**config.mk**
```make
export PLATFORM = sky130hd
export DESIGN_NAME = inst_fetch
export DESIGN_NICKNAME = d
export VERILOG_FILES = /design/src/rtl/inst_fetch.sv
export SDC_FILE = /design/constraint.sdc
export NUM_CORES = 1
export LEC_CHECK = 0
export BUFFER_PORTS_ARGS = -buffer_cell sky130_fd_sc_hd__buf_2
export CORE_MARGIN = 2
export CORE_UTILIZATION = 45
export DETAILED_ROUTE_END_ITERATION = 12
export HOLD_SLACK_MARGIN = 0.12
export PLACE_DENSITY = 0.72
export SLEW_MARGIN = 10
export SYNTH_ARGS = -nofsm -noshare
export SYNTH_HDL_FRONTEND = slang
export SYNTH_SLANG_ARGS = --single-unit
```
**constraint.sdc**
```tcl
create_clock -name clk -period 4.8 [get_ports clk]
set_clock_uncertainty 0.2 [all_clocks]
set_input_delay 0.96 -clock clk [delete_from_list [all_inputs] [get_ports clk]]
set_output_delay 0.96 -clock clk [all_outputs]
set_load 0.02 [all_outputs]
```
**src/rtl/inst_fetch.sv**
```systemverilog
// inst_fetch: single-slot instruction fetch stage with branch redirect, halt at end of memory and error on misaligned target
module inst_fetch #(
  parameter logic [5:0] RESET_PC = 6'd0
) (
  input  logic        clk,
  input  logic        rst_n,
  input  logic        start,
  output logic [5:0]  imem_addr,
  input  logic [31:0] imem_data,
  input  logic        branch_valid,
  input  logic [5:0]  branch_target,
  output logic        if_valid,
  input  logic        if_ready,
  output logic [31:0] if_instr,
  output logic [5:0]  if_pc,
  output logic        halted,
  output logic        err,
  output logic [15:0] fetch_count
);
  typedef enum logic [1:0] {IDLE, RUN, HALT, ERR} state_t;
  state_t state;
  logic [5:0] pc;
  logic hs, redirect, fetch;
  always_comb begin
    hs = if_valid && if_ready;
    redirect = state == RUN && branch_valid;
    fetch = state == RUN && !branch_valid && (!if_valid || if_ready);
  end
  assign imem_addr = pc;
  assign halted = state == HALT && !if_valid;
  always_ff @(posedge clk or negedge rst_n) begin
    if (!rst_n) begin
      state <= IDLE;
      pc <= RESET_PC;
      if_valid <= 1'b0;
      if_instr <= '0;
      if_pc <= '0;
      err <= 1'b0;
      fetch_count <= '0;
    end else if (start && state != RUN) begin
      state <= RUN;
      pc <= RESET_PC;
      if_valid <= 1'b0;
      err <= 1'b0;
      fetch_count <= '0;
    end else begin
      if (hs && fetch_count != 16'hFFFF) fetch_count <= fetch_count + 16'd1;
      if (redirect) begin
        if_valid <= 1'b0;
        if (branch_target[1:0] == 2'b00) pc <= branch_target;
        else begin
          state <= ERR;
          err <= 1'b1;
        end
      end else if (fetch) begin
        if_instr <= imem_data;
        if_pc <= pc;
        if_valid <= 1'b1;
        if (pc == 6'd60) state <= HALT;
        else pc <= pc + 6'd4;
      end else if (hs) if_valid <= 1'b0;
    end
  end
endmodule

```
Yosys cells after proc, flatten, opt, wreduce, memory -nomap -nowiden

Cells that the tools add are included.
Widths: inputs -> output; s select.

Add/sub/neg operators: 2
Equality and inequality tests: 9
Muxes and demuxes: 19
Bitwise operators: 2
Reduce and logical (&&, ||, !) cells: 20

Operator list:

| operator              | number |
|---|---|
| $mux 16               | 2 |
| $mux 6                | 5 |
| $add 16x1->16 const B | 1 |
| $ne 16x16->1 const B  | 1 |
| $mux 2                | 5 |
| $reduce_and 3->1      | 3 |
| $logic_and 1x1->1     | 7 |
| $mux 1                | 7 |
| $add 6x3->6 const B   | 1 |
| $eq 6x6->1 const B    | 1 |
| $ne 3x3->1 const B    | 2 |
| $reduce_bool 3->1     | 2 |
| $reduce_bool 2->1     | 2 |
| $reduce_bool 4->1     | 1 |
| $ne 3x1->1 const B    | 1 |
| $eq 2x1->1 const B    | 1 |
| $eq 2x2->1 const B    | 1 |
| $logic_not 1->1       | 2 |
| $logic_not 2->1       | 1 |
| $ne 2x1->1 const B    | 1 |
| $ne 2x2->1 const B    | 1 |
| $not 1->1             | 2 |
| $reduce_and 2->1      | 1 |
| $logic_or 1x1->1      | 1 |

Register bits after elaboration: 64
Input port bits: 43
Output and inout bits: 63
Logic and storage cells: 59

Logic depth before layout (Yosys ltp)

Depth after elaboration: 6
Mapped depth: 6
Depth with buffers taken out: 6

Least setup slack after synthesis

No wires, ideal clock.

Kind: flip-flop to output port
Start: register if_valid
End: output port halted
Arrival: 1.060 ns
Required time: 3.640 ns
Setup slack: 2.580 ns
Stages on the path, launching flop included: 2
Cell sequence: dfrtp_1 nor3b_1

Word-level cells in the longest chain between the ends: 2

RTL lines:

| item                   | line | source |
|---|---|---|
| from (decl)            | 12   | `output logic if_valid,` |
| from (signal assigned) | 35   | `if_valid <= 1'b0;` |
| from (signal assigned) | 43   | `if_valid <= 1'b0;` |
| from (signal assigned) | 49   | `if_valid <= 1'b0;` |
| $logic_not 1->1        | 30   | `assign halted = state == HALT && !if_valid;` |
| $logic_and 1x1->1      | 30   |  |
| to (decl)              | 16   | `output logic halted,` |

Every way passes these cells.

Final worst setup path

Start: input port if_ready
End: register pc[2] (netlist: imem_addr[2])

Word-level cells in the longest chain between the ends: 4

RTL lines:

| item                               | line | source |
|---|---|---|
| from (decl)                        | 13   | `input logic if_ready,` |
| $logic_or 1x1->1                   | 27   | `fetch = state == RUN && !branch_valid && (!if_valid \|\| if_ready);` |
| $logic_and 1x1->1                  | 27   |  |
| $reduce_bool 3->1 (no source line) | -    |  |
| $reduce_and 3->1 (no source line)  | -    |  |
| to (signal assigned)               | 50   | `if (branch_target[1:0] == 2'b00) pc <= branch_target;` |
| to (signal assigned)               | 60   | `else pc <= pc + 6'd4;` |
| to (decl)                          | 22   | `logic [5:0] pc;` |

Every way passes these cells.
A chain may end at the register's enable or synchronous reset.

==> impl_metrics.py <==
metrics = {
    "route": {
        "vias_per_cell": 5.29,
        "first_pass_iters": 5,
        "drt_iter0_drc": 73,
        "wl_per_cell_um": 14.9,
        "postRouteAntennaNets": 0,
        "routed_wl_mm": 6.20,
        "drc_errors": 0,
        "vias": 2206,
    },
    "yosys": {
        "synth.area.top_cells": "dfrtp_1, mux2_2, nor2_1",
        "synth_area_per_cell_um2": 12.7,
        "syn_inst": 225,
        "synth_fp_nets": 270,
        "ys_async_sr_fraction": 1.00,
        "ys_seq_area_frac": 0.562,
        "yosys.area.top_type_share": 0.562,
        "synth_cell_types": 44,
        "ys_ff_latch": 64,
        "synth-edff-count": 0,
        "yosys_most_used_dff": "dfrtp_1",
        "ys_warn_count": 0,
        "synth_top_area_cell": "dfrtp_1",
        "syn_area_um2": 2850,
    },
    "sta": {
        "max_freq_ghz": 0.380,
        "layout_min_cycle_time_ns": 2.63,
        "slew_headroom": 0.381,
        "rsz0062_at_grt": "no",
        "fin_crit_sh": 0.548,
        "finalSetupTns_ns": 0,
        "whs_ns": 0.296,
        "tightestPinTransition_ns": 0.929,
        "finalSetupViolCount": 0,
        "hold_violations": 0,
        "slew_viol_final": 0,
        "timing.final.ws_setup_ns": 2.17,
    },
    "clock_tree": {
        "cts_buffer_depth": 2,
        "cts.clk_slew.worst_paths_ns": 0.07,
        "insertion_delay_ns": 0.33,
        "post_cts_buffers": 0,
        "cts_buffers": 9,
        "root_buffer": "clkbuf_8",
        "cts.sinks": 64,
        "hold_buffers": 0,
        "cts_tree": "yes",
        "cts-resized-gates": 0,
        "htreeDepth": 3,
    },
    "status": {
        "status": "completed",
    },
    "hold_path": {
        "min_from": "err",
        "hold_path.class": "reg2reg",
    },
    "worst_setup_path": {
        "crit_start": "if_ready",
        "r2r_slack_ns": 2.47,
        "start_kind": "input pin",
        "r2r_start": "state[1]",
        "cp-endpoint": "imem_addr[2]",
        "r2r-end": "imem_addr[2]",
        "worstPathArrival_ns": 2.64,
        "critical_path_class": "in2reg",
        "cp_data_required_time_ns": 4.81,
        "r2r_cells": 5,
        "end_kind": "flip-flop",
        "path_max_fanout": 44,
    },
    "pwr": {
        "finalPower_mw": 2.23,
        "vdd_drop_max_mv": 0.391,
        "powerDensity_nw_per_um2": 605,
        "p_leak_nw": 1.86,
    },
    "die": {
        "die-area_um2": 6990,
        "std_cell_rows": 29,
        "die_h_um": 83.6,
        "core_area_um2": 6240,
        "io_pins": 106,
        "initial_core_util": 0.457,
        "die_w_um": 83.6,
    },
    "job": {
        "maxCapViolCount": 0,
    },
    "cells_and_area": {
        "finalNetCount": 380,
        "fillers": 552,
        "diodes": 0,
        "drive_gt1_frac": 0.515,
        "layout_common_cells": "buf_2, dfrtp_1, mux2_2",
        "fin_util": 0.592,
        "area_growth_pct": 29.6,
        "layout_commonest_cell": "buf_2",
    },
    "global_route": {
        "grt_pass1_wl_mm": 10.6,
        "grt_max_degree": 45,
        "grt_pass1_vias": 2264,
        "grt_overflow_total": 0,
        "antenna_found_initial": 0,
        "grtUsageTotal": 0.187,
    },
    "placed_design": {
        "port_buffers": 105,
        "dp_hpwl_mm": 4.37,
        "place_ws_ns": 1.82,
        "place.gp.congestion": 0.804,
    },
}
[report_power, final]
group | leakage [nW] | switching (mW) | internal, mW
sequential | 0.804 | 0.119 | 0.725
combinational | 0.927 | 0.476 | 0.339
clock | 0.126 | 0.203 | 0.372
[cells in the mapped netlist (2+ instances only)]
library cell and n:
a211oi_2 3, a21o_1 2, a21oi_1 6, a31oi_1 3, and2_1 3, and4_1 2
and4_4 2, buf_2 4, clkbuf_1 2, dfrtp_1 64, ha_1 2, mux2_2 38
nand2_1 12, nand2b_1 2, nand3_1 8, nand4_1 5, nor2_1 19, nor3_1 4
nor3_2 2, nor3b_1 4, o21ai_0 6, or3_1 2, xnor2_1 7, xor2_1 3
[worst min-delay path by stage]
stage                   end  slack (ns)  cells after the start
2_1_floorplan      state[1]        0.29                      2
3_3_place_gp            err        0.28                      2
3_5_place_dp            err        0.28                      2
4_1_cts                 err        0.30                      2
5_1_grt        if_instr[11]        0.32                      1
6_report                err        0.30                      2
[registers in the layout, summed over array words and instances, names as in the netlist]
name / flops
imem_addr: 6
if_pc: 6
state: 2
if_instr: 32
err: 1
if_valid: 1
fetch_count: 16
[metal layers]
metal | vias to the layer above | GRT usage | wire length (um)
li1 | 1041 | - | -
met1 | 1076 | 0.245 | 2700
met2 | 76 | 0.292 | 2960
met3 | 13 | 0.0663 | 454
met4 | 0 | 0.0616 | 82
met5 | - | 0 | 0
[critical path, cell delays in order]
cell	delay, ns
buf_2	0.14
nand2b_1	0.20
nand3b_4	0.48
nor2b_4	0.33
o22ai_1	0.14
a221o_1	0.37
[per-stage QoR]
step | instance area, um^2 | std cells
6_report | 3700 | 417
5_1_grt | 3700 | 417
4_1_cts | 3700 | 417
3_5_place_dp | 3440 | 401
3_3_place_gp | 3440 | 401
2_1_floorplan | 2850 | 225
[area by class of cell]
class | instances | area [um^2] | share of cell area
Multi-Input combinational cell | 154 | 1210 | 0.328
Clock buffer | 11 | 151 | 0.0410
Timing Repair Buffer | 106 | 533 | 0.144
Clock inverter | 5 | 103 | 0.0278
Tap cell | 77 | 96.3 | 0.0261
Sequential cell | 64 | 1600 | 0.433
[cells by family after synthesis]
family / Yosys count / synth area share
AND/OR/NAND/NOR: 75 / 0.164
flip-flops: 64 / 0.562
multiplexers: 38 / 0.150
AO/OA/AOI/OAI: 29 / 0.0715
XOR/XNOR: 10 / 0.0307
buffers and inverters: 7 / 0.0136
adder cells (fa/ha/maj): 2 / 0.00877
(Power assumes the default switching activity.)
